===== config.mk =====
export PLATFORM = sky130hd
export DESIGN_NAME = issue_ctrl
export DESIGN_NICKNAME = d
export VERILOG_FILES = /design/src/rtl/issue_ctrl_pkg.sv /design/src/rtl/issue_ctrl_scoreboard.sv /design/src/rtl/issue_ctrl.sv
export SDC_FILE = /design/constraint.sdc
export NUM_CORES = 1
export LEC_CHECK = 0
export ABC_AREA = 0
export BUFFER_PORTS_ARGS = -buffer_cell sky130_fd_sc_hd__buf_2
export CORE_ASPECT_RATIO = 0.75
export CORE_UTILIZATION = 50
export CTS_BUF_LIST = sky130_fd_sc_hd__clkbuf_4
export DETAILED_ROUTE_END_ITERATION = 6
export MAX_ROUTING_LAYER = met4
export PLACE_DENSITY_LB_ADDON = 0.12
export SLEW_MARGIN = 40
export SYNTH_ARGS = -nofsm -noshare
export SYNTH_HDL_FRONTEND = slang
export SYNTH_SLANG_ARGS = --single-unit
export TNS_END_PERCENT = 1

===== constraint.sdc =====
create_clock -name clk -period 5.3 [get_ports clk]
set_clock_uncertainty 0.2 [all_clocks]
set_input_delay 0 -clock clk [delete_from_list [all_inputs] [get_ports clk]]
set_output_delay 0 -clock clk [all_outputs]
set_load 0.02 [all_outputs]

===== src/rtl/issue_ctrl_pkg.sv =====
// rtl/issue_ctrl_pkg.sv - shared sizes and FSM encoding for the issue stage
package issue_ctrl_pkg;

  localparam int NB_UNIT      = 6;
  localparam int NB_WB        = 2;
  localparam int MAX_INFLIGHT = 4;

  typedef enum logic [1:0] {
    RUN   = 2'd0,
    DRAIN = 2'd1,
    SER   = 2'd2
  } issue_state_t;

endpackage


===== src/rtl/issue_ctrl_scoreboard.sv =====
// rtl/issue_ctrl_scoreboard.sv - per-register pending-write tracking and RAW/WAW detection
module issue_ctrl_scoreboard #(
  parameter int NB_WB = 2
) (
  input  logic               clk,
  input  logic               reset_n,
  input  logic               flush_i,
  input  logic               set_v_i,
  input  logic [4:0]         set_rd_i,
  input  logic [NB_WB-1:0]   wb_v_i,
  input  logic [NB_WB*5-1:0] wb_rd_i,
  input  logic               rs1_v_i,
  input  logic [4:0]         rs1_i,
  input  logic               rs2_v_i,
  input  logic [4:0]         rs2_i,
  input  logic               rd_v_i,
  input  logic [4:0]         rd_i,
  output logic               raw_o,
  output logic               waw_o,
  output logic [31:0]        busy_o
);

  logic [31:1] busy_q, busy_d;
  logic [31:0] clr_mask;
  logic [31:0] busy_eff;

  // Writebacks bypass into the hazard check; an issue to the same register wins.
  always_comb begin
    clr_mask = '0;
    for (int k = 0; k < NB_WB; k++) begin
      if (wb_v_i[k]) clr_mask[wb_rd_i[5*k +: 5]] = 1'b1;
    end
    busy_eff = {busy_q, 1'b0} & ~clr_mask;
    busy_d   = busy_q;
    for (int r = 1; r < 32; r++) begin
      busy_d[r] = busy_eff[r] | (set_v_i && (set_rd_i == 5'(r)));
    end
  end

  always_ff @(posedge clk or negedge reset_n) begin
    if (!reset_n) begin
      busy_q <= '0;
    end else if (flush_i) begin
      busy_q <= '0;
    end else begin
      busy_q <= busy_d;
    end
  end

  assign raw_o  = (rs1_v_i & busy_eff[rs1_i]) | (rs2_v_i & busy_eff[rs2_i]);
  assign waw_o  = rd_v_i & busy_eff[rd_i];
  assign busy_o = {busy_q, 1'b0};

endmodule


===== src/rtl/issue_ctrl.sv =====
// rtl/issue_ctrl.sv - in-order single-issue control: hazards, in-flight count, serialize drain
module issue_ctrl #(
  parameter int  NB_UNIT      = issue_ctrl_pkg::NB_UNIT,
  parameter int  NB_WB        = issue_ctrl_pkg::NB_WB,
  parameter int  MAX_INFLIGHT = issue_ctrl_pkg::MAX_INFLIGHT,
  localparam int INFL_W       = $clog2(MAX_INFLIGHT + 1)
) (
  input  logic               clk,
  input  logic               reset_n,
  input  logic               flush_i,
  input  logic               dec_valid_i,
  output logic               dec_ready_o,
  input  logic               dec_rd_v_i,
  input  logic [4:0]         dec_rd_i,
  input  logic               dec_rs1_v_i,
  input  logic [4:0]         dec_rs1_i,
  input  logic               dec_rs2_v_i,
  input  logic [4:0]         dec_rs2_i,
  input  logic [NB_UNIT-1:0] dec_unit_i,
  input  logic               dec_serialize_i,
  input  logic [NB_UNIT-1:0] unit_ready_i,
  output logic               issue_valid_o,
  output logic [NB_UNIT-1:0] issue_unit_o,
  input  logic [NB_UNIT-1:0] done_i,
  input  logic [NB_WB-1:0]   wb_v_i,
  input  logic [NB_WB*5-1:0] wb_rd_i,
  output logic [31:0]        busy_o,
  output logic [INFL_W-1:0]  inflight_o
);

  import issue_ctrl_pkg::*;

  issue_state_t      state_q, state_d;
  logic [INFL_W-1:0] inflight_q, inflight_d, inflight_nx;
  logic              raw, waw, unit_ok, cap_ok, any_done, ser_gate, can_issue;
  logic              set_v, underflow;
  int                done_cnt, infl_sum;

  issue_ctrl_scoreboard #(.NB_WB(NB_WB)) u_scoreboard (
    .clk      (clk),
    .reset_n  (reset_n),
    .flush_i  (flush_i),
    .set_v_i  (set_v),
    .set_rd_i (dec_rd_i),
    .wb_v_i   (wb_v_i),
    .wb_rd_i  (wb_rd_i),
    .rs1_v_i  (dec_rs1_v_i),
    .rs1_i    (dec_rs1_i),
    .rs2_v_i  (dec_rs2_v_i),
    .rs2_i    (dec_rs2_i),
    .rd_v_i   (dec_rd_v_i),
    .rd_i     (dec_rd_i),
    .raw_o    (raw),
    .waw_o    (waw),
    .busy_o   (busy_o)
  );

  assign any_done = |done_i;
  assign unit_ok  = |(dec_unit_i & unit_ready_i);
  assign cap_ok   = (int'(inflight_q) < MAX_INFLIGHT) | any_done;
  assign set_v    = can_issue & dec_rd_v_i & (dec_rd_i != 5'd0);

  always_comb begin
    done_cnt = 0;
    for (int u = 0; u < NB_UNIT; u++) done_cnt += int'(done_i[u]);
  end

  // A serializing instruction only leaves RUN directly when the pipe is already empty.
  always_comb begin
    ser_gate = 1'b0;
    if (state_q == RUN) begin
      ser_gate = !dec_serialize_i || ((inflight_q == '0) && !any_done);
    end
    can_issue = reset_n & dec_valid_i & ~flush_i & ~raw & ~waw & unit_ok & cap_ok & ser_gate;
  end

  always_comb begin
    infl_sum    = int'(inflight_q) + int'(can_issue) - done_cnt;
    underflow   = (infl_sum < 0);
    inflight_nx = underflow ? '0 : INFL_W'(infl_sum);

    state_d = state_q;
    case (state_q)
      RUN: begin
        if (dec_valid_i && dec_serialize_i) begin
          if (can_issue) state_d = SER;
          else if (inflight_q != '0) state_d = DRAIN;
        end
      end
      DRAIN, SER: begin
        if (inflight_nx == '0) state_d = RUN;
      end
      default: state_d = RUN;
    endcase

    inflight_d = inflight_nx;
    if (flush_i) begin
      state_d    = RUN;
      inflight_d = '0;
    end
  end

  always_ff @(posedge clk or negedge reset_n) begin
    if (!reset_n) begin
      state_q    <= RUN;
      inflight_q <= '0;
    end else begin
      state_q    <= state_d;
      inflight_q <= inflight_d;
    end
  end

  assign dec_ready_o   = can_issue;
  assign issue_valid_o = can_issue;
  assign issue_unit_o  = dec_unit_i & {NB_UNIT{can_issue}};
  assign inflight_o    = inflight_q;

  // More completions than outstanding operations means a unit misbehaved.
  inflight_underflow: assert property (@(posedge clk) disable iff (!reset_n) !(underflow && !flush_i));

endmodule

# Word level (Yosys, flattened, before mapping)
# Cells that the tools add are included.
[word_totals] wordCells=177 out_inout_bits=43 regBits=36 in_bits=53
[op_classes] n_eq_ne=36 bitwise_logic=53 add_sub_neg=7 n_reduce_logical=47 n_lt_le_gt_ge=9 n_mux=22
[ops] op="$eq A5 B5 Y1 const B" count=16
[ops] op="$mux W32" count=2
[ops] op="$eq A5 B4 Y1 const B" count=8
[ops] op="$logic_and A1 B1 Y1" count=35
[ops] op="$or A1 B1 Y1" count=33
[ops] op="$and A32 B32 Y32" count=1
[ops] op="$not A32 Y32" count=1
[ops] op="$or A32 B32 Y32" count=1
[ops] op="$mux W31" count=1
[ops] op="$lt A5 B6 Y1 const B" count=5
[ops] op="$eq A5 B3 Y1 const B" count=4
[ops] op="$bmux W1 S5" count=3
[ops] op="$and A1 B1 Y1" count=12
[ops] op="$and A6 B6 Y6" count=2
[ops] op="$reduce_or A6 Y1" count=2
[ops] op="$demux W1 S5" count=2
[ops] op="$eq A5 B2 Y1 const B" count=2
[ops] op="$ge A5 B1 Y1 const B" count=2
[ops] op="$mux W2" count=5
[ops] op="$add A3 B1 Y4" count=2
[ops] op="$lt A7 B1 Y1 const B" count=1
[ops] op="$sub A4 B6 Y7" count=1
[ops] op="$add A5 B1 Y6" count=1
[ops] op="$logic_not A3 Y1" count=2
[ops] op="other kinds (21)" count=30

# Longest topological paths before layout
# Gate-level depths: netlist (run 1).
[logic_depth] word_depth=27 ltp_mapped=22 depth_no_buf=21

# By module
# From an unflattened synthesis (run 1), not the netlist that was laid out.
[hier_totals] cells_unflattened=361 hier_area_um2=3205.6
[modules_own_cells] mod="issue_ctrl_scoreboard" cells_per_inst=289 area_per_inst_um2=2567.5 seq_area_each_um2=775.7 instances=1
[modules_own_cells] mod="issue_ctrl" cells_per_inst=72 area_per_inst_um2=638.1 seq_area_each_um2=125.1 instances=1

# Worst setup path after synthesis (run 1)
# No wires, ideal clock.
[synth_path] path_kind="reg-to-reg" from="register u_scoreboard.busy_q[27] in the netlist's numbering" to="register state_q[1]" arrival_ns=3.993 required_ns=4.971 stages_incl_launch_ff=21 n_path_buf=1 setup_slack_ns=0.978 synth_period_minus_slack_ns=4.322 setup_ns=0.129 cell_sequence="dfrtp_1 o221ai_1 a32oi_1 o211ai_1 or4_1 o22ai_1 nand4bb_1 clkbuf_1 inv_1 ha_1 ha_1 inv_1 fa_1 inv_1 ha_1 nor2_1 nand2_1 a32oi_1 nor2_1 o21ai_0 o21ai_0"
[synth_between] elab_chain_cells=18 elab_cells_between_ends=30 classes_between="2 x add/sub; 1 x order compare; 2 x eq/ne; 11 x mux; 12 x bitwise; 2 x reduce/logical"
[synth_lines] item="start: declaration" line_no="issue_ctrl_scoreboard.sv:23" source="logic [31:1] busy_q, busy_d;"
[synth_lines] item="start signal: assignment" line_no="issue_ctrl_scoreboard.sv:46" source="busy_q <= busy_d;"
[synth_lines] item="$and A32 B32 Y32 (*)" line_no="issue_ctrl_scoreboard.sv:33" source="busy_eff = {busy_q, 1'b0} & ~clr_mask;"
[synth_lines] item="$bmux W1 S5" line_no="issue_ctrl_scoreboard.sv:50" source="assign raw_o = (rs1_v_i & busy_eff[rs1_i]) | (rs2_v_i & busy_eff[rs2_i]);"
[synth_lines] item="$mux W1 (not written as such)" line_no="issue_ctrl_scoreboard.sv:50"
[synth_lines] item="$and A1 B1 Y1" line_no="issue_ctrl_scoreboard.sv:50"
[synth_lines] item="$or A1 B1 Y1" line_no="issue_ctrl_scoreboard.sv:50"
[synth_lines] item="$not A1 Y1" line_no="issue_ctrl.sv:74" source="can_issue = reset_n & dec_valid_i & ~flush_i & ~raw & ~waw & unit_ok & cap_ok & ser_gate;"
[synth_lines] item="$and A1 B1 Y1" line_no="issue_ctrl.sv:74"
[synth_lines] item="$and A1 B1 Y1 (*) (4 in series)" line_no="issue_ctrl.sv:74"
[synth_lines] item="via dec_ready_o" line_no="issue_ctrl.sv:12" source="output logic dec_ready_o,"
[synth_lines] item="$add A3 B1 Y4" line_no="issue_ctrl.sv:78" source="infl_sum = int'(inflight_q) + int'(can_issue) - done_cnt;"
[synth_lines] item="$sub A4 B6 Y7" line_no="issue_ctrl.sv:78"
[synth_lines] item="$lt A7 B1 Y1" line_no="issue_ctrl.sv:79" source="underflow = (infl_sum < 0);"
[synth_lines] item="$mux W3" line_no="issue_ctrl.sv:80" source="inflight_nx = underflow ? '0 : INFL_W'(infl_sum);"
[synth_lines] item="$logic_not A3 Y1" line_no="issue_ctrl.sv:91" source="if (inflight_nx == '0) state_d = RUN;"
[synth_lines] item="$ne A3 B3 Y1 (no line)"
[synth_lines] item="$reduce_and A3 Y1 (no line)"
[synth_lines] item="end signal: assignment" line_no="issue_ctrl.sv:108" source="state_q <= state_d;"
[synth_lines] item="end: declaration" line_no="issue_ctrl.sv:33" source="issue_state_t state_q, state_d;"
# The timed path passes the listed nets; every way through them passes the cells marked *. The select of a mux whose other input is x is not followed.
# A chain may end at the register's enable or synchronous reset.

# Worst setup path in the final report (run 1)
[layout_path] from="register u_scoreboard.busy_q[18] in the netlist's numbering" to="register state_q[1]"
[layout_between] elab_chain_cells=18 elab_cells_between_ends=30 classes_between="2 x add/sub; 1 x order compare; 2 x eq/ne; 11 x mux; 12 x bitwise; 2 x reduce/logical"
[layout_lines] item="$and A32 B32 Y32 (*)" line_no="issue_ctrl_scoreboard.sv:33"
[layout_lines] item="$bmux W1 S5" line_no="issue_ctrl_scoreboard.sv:50"
[layout_lines] item="$mux W1 (not written as such)" line_no="issue_ctrl_scoreboard.sv:50"
[layout_lines] item="$and A1 B1 Y1" line_no="issue_ctrl_scoreboard.sv:50"
[layout_lines] item="$or A1 B1 Y1" line_no="issue_ctrl_scoreboard.sv:50"
[layout_lines] item="$not A1 Y1" line_no="issue_ctrl.sv:74"
[layout_lines] item="$and A1 B1 Y1" line_no="issue_ctrl.sv:74"
[layout_lines] item="$and A1 B1 Y1 (*) (4 in series)" line_no="issue_ctrl.sv:74"
[layout_lines] item="$add A3 B1 Y4" line_no="issue_ctrl.sv:78"
[layout_lines] item="$sub A4 B6 Y7" line_no="issue_ctrl.sv:78"
[layout_lines] item="$lt A7 B1 Y1" line_no="issue_ctrl.sv:79"
[layout_lines] item="$mux W3" line_no="issue_ctrl.sv:80"
[layout_lines] item="$logic_not A3 Y1" line_no="issue_ctrl.sv:91"
[layout_lines] item="$ne A3 B3 Y1 (no line)"
[layout_lines] item="$reduce_and A3 Y1 (no line)"
# Mark *: on every way between the ends. The rest lies on a longest branch, timed or not. The select of a mux whose other input is x is not followed.

==> results, run 1 <==
- Counting the buffers created by CTS gives 5.
- The netlist uses 65 different library cells.
- Setup repair after global routing left no endpoint under its margin.
- The fmax is 235 MHz.
- The worst setup path is captured at a register.
- The total number of placement rows is 25.
- Of the cells placed in the final design, the portion with a size suffix greater than 1 is 0.249.
- Setup violations remaining at the end of the flow were counted as 0.
- For the pin with the worst max-slew slack, the measured transition is 973 ps.
- The area inside the core boundary is 6470 um2.
- The number of nets in the synthesized netlist is 479.
- The TritonCTS clock tree is built.
- 96 I/O pins were placed.
- The count of flip-flops with a built-in enable after synthesis is 0.
- The number of nets in the layout is approximately 560.
- The total count of max-transition violations in the final report was 0.
- The clock net in this run drives a total of 36 sinks.
- The Yosys step of the flow raised 0 warnings.
- The placer congestion estimate is 0.929.
- The post-synthesis cell type with the largest combined area is sky130_fd_sc_hd__dfrtp_1.
- Of all nets on the critical path, the largest fanout is 4.
- The portion of the clock cycle consumed by the worst path in the final layout is 0.803.
- After synthesis the netlist holds a flip-flop and latch count of 36.
- The initial core utilization is 0.531.
- Dividing the detail-routed wire length by the instance count gives about 23 um.
- The largest vdd supply drop is around 0.00012 V.
- By area the synthesized netlist is led by sky130_fd_sc_hd__dfrtp_1, sky130_fd_sc_hd__o221ai_1, sky130_fd_sc_hd__o32ai_1.
- Measured along the x axis, the die boundary spans 97.7 um.
- The total iterations of the first detailed-routing run is 7.
- The post-synth design cell area is 3440 um2.
- The buffer type at the clock tree root is sky130_fd_sc_hd__clkbuf_4.
- The share of the Yosys chip area taken by registers is 0.262.
- The count of buffers added by post-CTS timing repair for setup is 0.
- Walking the worst path, the cells encountered are o221ai_1 -> a32oi_1 -> o211ai_1 -> or4_1 -> o22ai_1 -> nand4bb_1 -> inv_1 -> ha_1 -> ha_1 -> inv_1 -> fa_1 -> inv_1 -> ha_1 -> nor2_1 -> nand2_1 -> a32oi_1 -> nor2_1 -> o21ai_0 -> o21ai_0.
- For the worst setup path, the data required time is 5330 ps.
- The number of buffers inserted by port buffering is 94.
- The floorplan step defined a die boundary enclosing 7210 um2.
- The total leakage power is 1.80 nW.
- The residual overflow from global routing is 0.
- The number of instances in the synthesized netlist is 414.
- In the final timing run, aggregate negative setup slack is 0 ps.
- The checks that failed: DRC.
- The detailed router's first-iteration violation count is 502.
- The later pin in the worst-skew pair is clocked with a latency of roughly 360 ps.
- The repair_antennas step left the layout with diodes totalling 0.
- Timing analysis after detailed placement gives a worst setup slack of 946 ps.
- Entering global routing, the biggest net connects 44 pins.
- For this design, the slowest cell found on the critical path is sky130_fd_sc_hd__or4_1.
- The worst setup path is of the reg -> reg kind.
- The path class of the tightest hold or removal check is in -> reg.
- The final-report hold violation count was 0.
- For this run, asynchronously set or reset flops after synthesis account for 1.00.
- The fraction of synthesized cell area taken by the top area cell type is 0.262.
- The clock period could shrink to 4260 ps.
- The total power per unit cell area is 165 nW/um2.
- The count of maximum capacitance violations is 0.
- The synthesized area divided by synthesized cell count is a little over 8 um2.
- The run finished, with violations left.
- The worst path meets setup with 1040 ps of slack.
- The nature of the critical path startpoint is a register.
- Counting both buffers and inverters, the worst setup path holds a total of 3.
- After clock tree synthesis, the clock-pin slew on the worst setup and hold paths is 120 ps.
- Measured on the finished design, the core utilization comes to 0.627.
- The critical path arrival is 4280 ps.
- The first global-routing pass estimated 19800 um of wire.
- Summing all placed instances gives a cell area of 3900 um2.
- In this design, the largest share of critical-path delay is due to compound AO/OA/AOI/OAI gates.
- In the routed layout, each cell is associated on average with a via count of 6.75.
- The number of global-route vias before repair is between 3000 and 4000.
- The total routing usage reported by global routing is 0.387.
- Once detailed placement completed, the half-perimeter wirelength came to 10000 um.
- The number of antenna violations at the first check in global routing is 0.
- The normalized max-slew margin is 0.352.
- The most used flip-flop cell after synthesis is sky130_fd_sc_hd__dfrtp_1.
- The total detailed-routing wirelength is 13300 um.
- The maximum level of the CTS H-tree is 2.
- After detailed routing, the number of remaining DRC violations is 16.
- From synthesis to final layout, the design area changed by 18.1%.
- The count of nets left with antenna violations once routing finished came out at 0.
- In this run the vertical extent of the chip is between 70 and 80 um.
- The longest clock path from root to sink contains 2 buffers.
- Summing over every cut layer, the via total after detailed routing is 3907.
- The largest stage delay on the critical path is 550 ps.
- The final design area excluding fillers is slightly above 4000 um2.
[cells in the mapped netlist, drive strengths merged, types with 3 or more instances]
cell and number:
o32ai 17, mux2i 11, clkbuf 23, a21oi 3
or3 6, and2 5, o22ai 13, mux4 3
or3b 5, inv 34, o21ai 12, or2 3
nor3 3, nor2b 10, dfrtp 36, o31ai 3
o221a 4, nand3 27, a22oi 4, nand4 6
nand2 25, and3 4, buf 8, nand3b 11
nand4bb 4, o221ai 29, fa 5, mux2 6
nand2b 12, o211ai 7, nor2 32, ha 7
nand4b 4
[worst register-to-register path: stages (launching register included)]
cell	delay, ps
sky130_fd_sc_hd__dfrtp_1	410
sky130_fd_sc_hd__o221ai_1	300
sky130_fd_sc_hd__a32oi_1	280
sky130_fd_sc_hd__o211ai_1	100
sky130_fd_sc_hd__or4_1	550
sky130_fd_sc_hd__o22ai_1	150
sky130_fd_sc_hd__nand4bb_1	180
sky130_fd_sc_hd__inv_1	90
sky130_fd_sc_hd__ha_1	300
sky130_fd_sc_hd__ha_1	140
sky130_fd_sc_hd__inv_1	50
sky130_fd_sc_hd__fa_1	370
sky130_fd_sc_hd__inv_1	60
sky130_fd_sc_hd__ha_1	220
sky130_fd_sc_hd__nor2_1	100
sky130_fd_sc_hd__nand2_1	60
sky130_fd_sc_hd__a32oi_1	220
sky130_fd_sc_hd__nor2_1	90
sky130_fd_sc_hd__o21ai_0	170
sky130_fd_sc_hd__o21ai_0	100
[metrics by stage]
step / hold WS (ps) / total power [W] / std cells
CTS: 16.9 / 0.000667 / 579
finish: 40.8 / 0.000671 / 579
global route: 74.1 / 0.000707 / 579
global placement: -72.2 / 0.000507 / 561
floorplan: -496 / 0.000436 / 414
detailed placement: -56.3 / 0.000512 / 561
[layout by cell type (no fill, tap or decap), drive strengths merged, types with 3 or more instances in the layout]
| cell | Yosys | final |
|---|---|---|
| o21ai | 12 | 12 |
| nand4 | 6 | 6 |
| o22ai | 13 | 13 |
| clkbuf | 23 | 5 |
| fa | 5 | 5 |
| and3 | 4 | 4 |
| a21oi | 3 | 3 |
| nor3 | 3 | 3 |
| and2 | 5 | 5 |
| nand3 | 27 | 27 |
| or3 | 6 | 6 |
| mux4 | 3 | 3 |
| nand4bb | 4 | 4 |
| o221a | 4 | 4 |
| o221ai | 29 | 29 |
| nand2 | 25 | 25 |
| mux2 | 6 | 6 |
| nor2b | 10 | 10 |
| inv | 34 | 34 |
| ha | 7 | 7 |
| dlygate4sd3 | 0 | 10 |
| nand2b | 12 | 12 |
| or2 | 3 | 3 |
| mux2i | 11 | 11 |
| clkinv | 0 | 3 |
| o32ai | 17 | 17 |
| nand3b | 11 | 11 |
| nor2 | 32 | 32 |
| o211ai | 7 | 7 |
| buf | 8 | 97 |
| o31ai | 3 | 3 |
| dfrtp | 36 | 36 |
| nand4b | 4 | 4 |
| a22oi | 4 | 4 |
| or3b | 5 | 5 |
[report_power, final]
part	total [W]	switching, W	internal, W
sequential	0.000287	0.00000486	0.000282
clock	0.000155	0.000104	0.0000510
combinational	0.000230	0.000143	0.0000866
total	0.000671	0.000252	0.000419
[layout make-up]
type | instances | area (um2)
Clock inverter | 3 | 18.8
Timing Repair Buffer | 107 | 593
Fill cell | 605 | 2420
Inverter | 34 | 128
Clock buffer | 5 | 37.5
Tap cell | 81 | 101
Sequential cell | 36 | 901
Multi-Input combinational cell | 313 | 2280
[logic make-up after synthesis]
| kind of cell | synth area share |
|---|---|
| and+or+nand+nor | 0.263 |
| AOI/OAI and AO/OA | 0.273 |
| buffers and inverters | 0.0743 |
| DFF | 0.262 |
| muxes | 0.0714 |
| adders and majority gates | 0.0546 |
| other | 0.00109 |
[per-layer routing]
metal,global-route usage,vias up,share of wire
met1,0.529,1768,0.42
li1,-,1761,-
met2,0.498,319,0.38
met3,0.140,59,0.16
met4,0.182,0,0.049
met5,-,-,0
[worst paths after layout]
path	from	end	slack (ps)	cells after the start
max	u_scoreboard.busy_q[18]	state_q[1]	1040	19
min	dec_rd_i[2]	u_scoreboard.busy_q[25]	40	4
max reg2reg	u_scoreboard.busy_q[18]	state_q[1]	1040	19
min reg2reg	state_q[1]	state_q[1]	320	2
max in group asynchronous	reset_n	inflight_o[0]	4470	3
min in group asynchronous	reset_n	u_scoreboard.busy_q[31]	70	3
[sequential cells by signal, indices dropped and copies added (netlist names)]
register	cells
inflight_o	3
state_q	2
u_scoreboard.busy_q	31
[repair_timing]
item,4_1_cts,5_1_grt
endpoints found under the setup margin,0,0
resized for setup,0,0
hold buffers,10,0
hold endpoints to repair,54,0
Note: power is estimated with default switching activity, not from simulation.
==> inputs of run 2 (changes only) <==
clock period = 4.03 ns   (was 5.3 ns; I/O delays follow)
==> run 2 against run 1 <==
Compared with the run above: the flow still finishes with violations (DRC); global-route usage increased by 0.59 points; first-iteration DRC count is 14% higher; sequential cell count is the same; worst setup slack lost 960 ps; sequential share of layout area shrank 3.7 points; sequential power is 32% higher; combinational power up 80%; hold slack better by 25 ps; via count up 9.9%; core utilization rose by 13 points; routed wire length increased by 6.1%; critical endpoint is now state_q[0]; largest power group is now combinational logic; highest routed layer unchanged.
==> results, run 2 (synthesized netlist as in run 1, its figures left out) <==
- The remaining number of nets flagged by the antenna check after routing is 0 (unchanged).
- The worst hold-check path type is in -> reg (unchanged).
- The DRC violation count after routing is 8 (was 16).
- The top routing layer in use is met4 (unchanged).
- The total count of max-transition violations in the final report came to 0 (unchanged).
- The total iterations of the first detailed-routing run is 7 (unchanged).
- The initial core utilization is 0.531 (unchanged).
- The area inside the core boundary is 6470 um2 (unchanged).
- The cell-internal power is 0.000607 W (was 0.000419 W).
- The clock network power share came to 0.209 (was 0.231).
- The largest vdd supply drop is 0.000141 V (was 0.000119 V).
- The most common cell after layout, fill and taps aside is sky130_fd_sc_hd__buf_2 (unchanged).
- The count of maximum capacitance violations came to 0 (unchanged).
- The maximum count of clock buffers along a single path is 2 (unchanged).
- The total power per unit cell area is 204 nW/um2 (was 165 nW/um2).
- The maximum level of the CTS H-tree is 2 (unchanged).
- The met2 wire length is 6080 um (was 4990 um).
- The total CTS buffers is 5 (unchanged).
- The type of the worst setup path is reg -> reg (unchanged).
- The largest net degree at the start of global routing is 43 (was 44).
- The nature of the critical path startpoint is a register (unchanged).
- The number of sinks driven by the clock tree was 36 (unchanged).
- The antenna cell count came to 0 (unchanged).
- The register ranked first by flip-flop count was u_scoreboard.busy_q (unchanged).
- The total placed instance area is 4470 um2 (was 3900 um2).
- The detailed router's first-iteration violation count is 574 (was 502).
- The total detailed-routing wirelength is 14100 um (was 13300 um).
- The setup slack at placement is -291 ps (was 946 ps).
- The final-report hold violation count is 0 (unchanged).
- The total negative setup slack was 0 ps (unchanged).
- The fmax came to 254 MHz (was 235 MHz).
- The residual overflow from global routing was 0 (unchanged).
- The actual slew at the worst max-slew pin came to 570 ps (was 973 ps).
- The area of the die was 7210 um2 (unchanged).
- The number of global-route vias before repair is 3873 (was 3428).
- The total via count after detailed routing came to 4295 (was 3907).
- The source-to-sink clock delay at the later pin of the worst-skew pair was 370 ps (was 360 ps).
- The placed wire-length estimate after detailed placement is 10700 um (was 10000 um).
- The register share of total power was 0.377 (was 0.427).
- The net switching power was 0.000395 W (was 0.000252 W).
- The layout-stage area growth over the synthesis result is 42.9% (was 18.1%).
- The total leakage power is 2.17 nW (was 1.80 nW).
- The buffer type at the clock tree root is sky130_fd_sc_hd__clkbuf_4 (unchanged).
- The portion of the clock cycle consumed by the worst path in the final layout is 0.978 (was 0.803).
- Run status: complete, but fails checks (unchanged).
- The total number of placement rows is 25 (unchanged).
- The fraction of final layout cells sized beyond drive strength 1 came to 0.409 (was 0.249).
- The share of total power consumed by net switching was 0.394 (was 0.375).
- The critical path arrival was 4000 ps (was 4280 ps).
- The normalized max-slew margin is 0.618 (was 0.352).
- Violations in the final reports: DRC (unchanged).
- The placer congestion estimate came to 1.01 (was 0.929).
- The number of antenna violations at the first check in global routing is 0 (unchanged).
- The vertical die dimension was 73.8 um (unchanged).
- The number of flip-flops under the largest register name was 31 (unchanged).
- The setup slack after layout is 87.4 ps (was 1040 ps).
- The global-route wire length before repair is 20600 um (was 19800 um).
- The detailed-route wire length per cell came to 21.5 um (was 22.9 um).
- The data required time at the worst endpoint was 4090 ps (was 5330 ps).
- The final design area excluding fillers is 4910 um2 (was 4060 um2).
- The total routing usage reported by global routing is 0.393 (was 0.387).
- The relative contribution of combinational cells to total power came to 0.414 (was 0.342).
- The number of buffers inserted by port buffering is 94 (unchanged).
- The TritonCTS clock tree was built (unchanged).
- The number of ports placed on the die boundary is 96 (unchanged).
- The number of nets in the layout is 639 (was 562).
- The nature of the critical path endpoint is a register (unchanged).
- The horizontal extent of the die came to 97.7 um (unchanged).
- The post-detailed-route via-to-cell ratio is 6.55 (was 6.75).
- The met3 wire length is 1940 um (was 2070 um).
- The time the final worst path needs with I/O delays and setup is 3940 ps (was 4260 ps).
- The worst-path maximum fanout was 3 (was 4).
- The met1 wire length is 5730 um (was 5560 um).
- The CTS clock-pin slew for the worst setup and hold paths is 120 ps (about the same).
- The setup-violating endpoint count in the final report came to 0 (unchanged).
- Leading cell types in the layout, fill and taps excluded: sky130_fd_sc_hd__buf_2, sky130_fd_sc_hd__buf_4, sky130_fd_sc_hd__dfrtp_1 (was sky130_fd_sc_hd__buf_2, sky130_fd_sc_hd__dfrtp_1, sky130_fd_sc_hd__inv_1).
run 2: cell count changes in the layout (fill, tap and decap cells not counted), moves of 4 or more:
cell,delta
sky130_fd_sc_hd__clkinvlp_4,+4
sky130_fd_sc_hd__o221ai_2,+7
sky130_fd_sc_hd__dfrtp_1,-5
sky130_fd_sc_hd__inv_1,-4
sky130_fd_sc_hd__o221ai_1,-10
sky130_fd_sc_hd__dfrtp_2,+5
sky130_fd_sc_hd__buf_4,+74
run 2: layer usage:
metal	vias to the layer above	GRT usage
li1	1926	-
met1	2000	0.540
met2	329	0.571
met3	40	0.0913
met4	0	0.126
met5	-	-
run 2: critical path, stage by stage, from the launching register on:
cell,delay [ps]
sky130_fd_sc_hd__dfrtp_2,390
sky130_fd_sc_hd__o221ai_1,160
sky130_fd_sc_hd__buf_4,180
sky130_fd_sc_hd__mux2i_1,270
sky130_fd_sc_hd__a2bb2oi_1,170
sky130_fd_sc_hd__o311ai_0,130
sky130_fd_sc_hd__buf_4,160
sky130_fd_sc_hd__nand4_1,70
sky130_fd_sc_hd__nand4bb_4,180
sky130_fd_sc_hd__clkinvlp_4,120
sky130_fd_sc_hd__ha_4,280
sky130_fd_sc_hd__ha_4,130
sky130_fd_sc_hd__inv_2,30
sky130_fd_sc_hd__fa_2,340
sky130_fd_sc_hd__inv_2,80
sky130_fd_sc_hd__ha_4,200
sky130_fd_sc_hd__nor2_4,90
sky130_fd_sc_hd__nand2_2,60
sky130_fd_sc_hd__a32oi_2,270
sky130_fd_sc_hd__nor2_2,90
sky130_fd_sc_hd__a22o_1,240
run 2: repair_timing:
item                                   CTS  global route
resized for setup                        5            36
setup buffers                            0             8
pin swaps                                2            14
hold buffers                            12             0
setup endpoints to repair                2             2
endpoints found under the hold margin   58             0
run 2: layout make-up:
cell class	count	area, um2
inverter	34	135
tap	81	101
multi-input combinational	313	2500
clock inverter	3	18.8
timing repair buffer	184	1210
clock buffer	5	37.5
sequential	36	907
fill	452	1570
run 2: power groups by stage:
stage / Combinational (W) / Clock (W) / Sequential, W
2_1_floorplan: 0.000188 / 0 / 0.000389
4_1_cts: 0.000347 / 0.000211 / 0.000377
5_1_grt: 0.000445 / 0.000226 / 0.000379
3_3_place_gp: 0.000320 / 0 / 0.000384
3_5_place_dp: 0.000330 / 0 / 0.000385
6_report: 0.000415 / 0.000210 / 0.000378
run 2: path summary, 6_finish.rpt:
kind	depth (start not counted)	from	slack, ps	end
max	20	u_scoreboard.busy_q[26]	90	state_q[0]
min	4	dec_rd_i[3]	70	u_scoreboard.busy_q[10]
max reg2reg	20	u_scoreboard.busy_q[26]	90	state_q[0]
min reg2reg	2	state_q[1]	330	state_q[1]
max in group asynchronous	3	reset_n	3170	u_scoreboard.busy_q[18]
min in group asynchronous	3	reset_n	100	u_scoreboard.busy_q[12]
run 2: through the flow:
| stage | hold WS, ps | util | std cells | power (W) |
|---|---|---|---|---|
| final | 65.4 | 0.758 | 656 | 0.00100 |
| after global routing | 71.8 | 0.758 | 656 | 0.00105 |
| after CTS | 25.2 | 0.726 | 649 | 0.000936 |
| after detailed placement | -48.4 | 0.691 | 629 | 0.000715 |
| after global placement | -45.9 | 0.691 | 629 | 0.000704 |
| after floorplan | -496 | - | 414 | 0.000578 |
==> inputs of run 3 (changes only) <==
CORE_UTILIZATION = 37   (was 50)
==> run 3 against run 2 <==
Compared with the run above: maximum frequency rose by 0.90%; non-clock buffer count decreased by 6; sequential power about the same; core utilization fell by 23 points; routed wire length down 3.3%; the run now ends clean; first-iteration DRC count is 19% lower; highest routed layer unchanged; combinational power is 15% lower; sequential cell count did not move; hold slack worse by 24 ps; via count shrank 1.8%; critical path depth rose by 2.
==> results, run 3 (synthesized netlist as in run 1, its figures left out) <==
- Run status: complete, no violations (was complete, but fails checks).
- The final-report hold violation count was 0 (unchanged).
- The type of the worst setup path was in -> reg (was reg -> reg).
- The count of maximum capacitance violations came to 0 (unchanged).
- The total power per unit cell area came to 195 nW/um2 (was 204 nW/um2).
- The total routing usage reported by global routing is 0.295 (was 0.393).
- The number of global-route vias before repair is 3906 (was 3873).
- The total leakage power was 2.11 nW (was 2.17 nW).
- The detailed-route wire length per cell came to 19.5 um (was 21.5 um).
- The layout-stage area growth over the synthesis result is 39.9% (was 42.9%).
- The number of flip-flops under the largest register name is 31 (unchanged).
- The sequential cell area is 907 um2 (unchanged).
- The number of sinks driven by the clock tree is 36 (unchanged).
- The post-detailed-route via-to-cell ratio is 6.05 (was 6.55).
- The detailed router's first-iteration violation count was 465 (was 574).
- The largest vdd supply drop is 0.000113 V (was 0.000141 V).
- The fraction of final layout cells sized beyond drive strength 1 is 0.385 (was 0.409).
- The logic depth of the worst register-to-register path is 20 (unchanged).
- The time the final worst path needs with I/O delays and setup is 3910 ps (was 3940 ps).
- The total iterations of the first detailed-routing run came to 7 (unchanged).
- The total CTS buffers came to 5 (unchanged).
- The data required time at the worst endpoint is 4120 ps (was 4090 ps).
- The register ranked first by flip-flop count is u_scoreboard.busy_q (unchanged).
- The DRC violation count after routing is 0 (was 8).
- The startpoint of the worst hold path was dec_rd_i[0] (was dec_rd_i[3]).
- The source-to-sink clock delay at the later pin of the worst-skew pair was 360 ps (was 370 ps).
- The launch point of the worst reg-to-reg path is u_scoreboard.busy_q[30] (was u_scoreboard.busy_q[26]).
- The largest net degree at the start of global routing is 43 (unchanged).
- The most common cell after layout, fill and taps aside is sky130_fd_sc_hd__buf_2 (unchanged).
- The CTS clock-pin slew for the worst setup and hold paths was 130 ps (was 120 ps).
- The total count of max-transition violations in the final report is 0 (unchanged).
- The number of antenna violations at the first check in global routing came to 0 (unchanged).
- The worst hold-check path type was in -> reg (unchanged).
- The total number of placement rows is 30 (was 25).
- The count of fill cells added during filler insertion is 851 (was 452).
- The area inside the core boundary is 9050 um2 (was 6470 um2).
- The total via count after detailed routing is 4218 (was 4295).
- The number of buffers inserted by port buffering is 94 (unchanged).
- The area of the die is 9680 um2 (was 7210 um2).
- The actual slew at the worst max-slew pin is 635 ps (was 570 ps).
- The final design area excluding fillers was 4810 um2 (was 4910 um2).
- The worst-case register-to-register setup slack is 170 ps (was 90 ps).
- The placed wire-length estimate after detailed placement is 10700 um (about the same).
- The critical path arrival came to 4000 ps (about the same).
- The number of ports placed on the die boundary is 96 (unchanged).
- The setup-violating endpoint count in the final report is 0 (unchanged).
- The maximum count of clock buffers along a single path was 2 (unchanged).
- The nature of the critical path startpoint is an input port (was register).
- The portion of the clock cycle consumed by the worst path in the final layout is 0.970 (was 0.978).
- The hold-critical path depth came to 4 (unchanged).
- The fmax is 256 MHz (was 254 MHz).
- Setup repair after global routing left no endpoint under its margin.
- The area used by multi-input combinational logic came to 2420 um2 (was 2500 um2).
- The total placed instance area is 4500 um2 (was 4470 um2).
- The number of nets in the layout is 633 (was 639).
- The antenna cell count was 0 (unchanged).
- The endpoint of the worst hold-timing path was u_scoreboard.busy_q[14] (was u_scoreboard.busy_q[10]).
- The total detailed-routing wirelength is 13600 um (was 14100 um).
- The endpoint of the most critical register-to-register path was state_q[0] (unchanged).
- The initial core utilization is 0.380 (was 0.531).
- The nature of the critical path endpoint was a register (unchanged).
- The buffer type at the clock tree root is sky130_fd_sc_hd__clkbuf_4 (unchanged).
- The residual overflow from global routing is 0 (unchanged).
- The total negative setup slack came to 0 ps (unchanged).
- The TritonCTS clock tree is built (unchanged).
- The worst-path maximum fanout came to 8 (was 3).
- Leading cell types in the layout, fill and taps excluded: sky130_fd_sc_hd__buf_2, sky130_fd_sc_hd__buf_4, sky130_fd_sc_hd__inv_1, sky130_fd_sc_hd__nor2_1, sky130_fd_sc_hd__dfrtp_1 (was sky130_fd_sc_hd__buf_2, sky130_fd_sc_hd__buf_4, sky130_fd_sc_hd__dfrtp_1).
- The global-route wire length before repair came to 21200 um (was 20600 um).
- The placer congestion estimate was 0.971 (was 1.01).
- The normalized max-slew margin is 0.577 (was 0.618).
- The vertical die dimension came to 85.5 um (was 73.8 um).
- The maximum level of the CTS H-tree is 2 (unchanged).
- The remaining number of nets flagged by the antenna check after routing is 0 (unchanged).
- The horizontal extent of the die was 113 um (was 97.7 um).
-- run 3: changes by cell type in the layout (fill, tap and decap cells not counted), sizes merged --
cell / delta
buf: -4
clkbuf: +1
inv: +1
dlymetal6s4s: -2
clkinvlp: -2
-- run 3: metal layers --
metal | share of wire | global-route usage | vias up
met5 | 0 | - | -
met4 | 0.018 | 0.0789 | 0
met3 | 0.086 | 0.0614 | 31
met2 | 0.44 | 0.442 | 249
met1 | 0.45 | 0.402 | 2025
li1 | - | - | 1913
-- run 3: what timing repair did --
item                       in CTS  in global routing
gates resized for setup         2                 18
buffers inserted                2                  4
hold endpoints to repair       52                  0
pin swaps                       0                 15
hold buffers                   10                  0
setup endpoints to repair       2                  2
-- run 3: area by class of cell --
type / count / share of cell area
clock buffer: 6 / 0.00937
clock inverter: 2 / 0.00260
inverter: 34 / 0.0273
multi-input combinational: 313 / 0.503
sequential: 36 / 0.189
tap: 128 / 0.0333
timing repair buffer: 178 / 0.236
-- run 3: power by group --
group	switching (W)	leakage, nW	internal (W)
Clock	0.000132	0.0317	0.0000741
Sequential	0.00000755	0.493	0.000371
Combinational	0.000207	1.59	0.000147
Total	0.000346	2.11	0.000592
-- run 3: through the flow --
step	power (W)	utilization	setup WS [ps]	instances	hold WS (ps)
final	0.000939	0.531	123	697	41.4
after global routing	0.00100	0.531	0.167	697	41.6
after CTS	0.000908	0.519	15.6	693	14.5
after detailed placement	0.000699	0.497	-150	673	-76.2
after global placement	0.000693	0.497	-66.7	673	-77.7
after floorplan	0.000578	-	12.2	414	-496
-- run 3: worst max path at each step --
stage / from / to
finish: dec_rd_i[1] / state_q[0]
global route: u_scoreboard.busy_q[30] / state_q[1]
CTS: u_scoreboard.busy_q[17] / state_q[0]
detailed placement: wb_rd_i[3] / state_q[0]
global placement: wb_rd_i[3] / state_q[1]
floorplan: u_scoreboard.busy_q[27] / state_q[1]
-- run 3: worst max-delay path, cell delays in order --
cell and delay (ps):
sky130_fd_sc_hd__dlygate4sd3_1 530, sky130_fd_sc_hd__buf_2 150, sky130_fd_sc_hd__and2_1 190, sky130_fd_sc_hd__buf_6 150
sky130_fd_sc_hd__nand3_1 80, sky130_fd_sc_hd__nand4_1 140, sky130_fd_sc_hd__or4_4 550, sky130_fd_sc_hd__o22ai_1 130
sky130_fd_sc_hd__nand4bb_4 190, sky130_fd_sc_hd__clkinvlp_4 120, sky130_fd_sc_hd__ha_4 280, sky130_fd_sc_hd__ha_4 120
sky130_fd_sc_hd__inv_2 30, sky130_fd_sc_hd__fa_2 320, sky130_fd_sc_hd__inv_2 70, sky130_fd_sc_hd__ha_4 190
sky130_fd_sc_hd__nor2_2 70, sky130_fd_sc_hd__nand2_1 50, sky130_fd_sc_hd__a32oi_1 210, sky130_fd_sc_hd__o21ai_0 110
sky130_fd_sc_hd__a21oi_1 160, sky130_fd_sc_hd__a22o_1 140
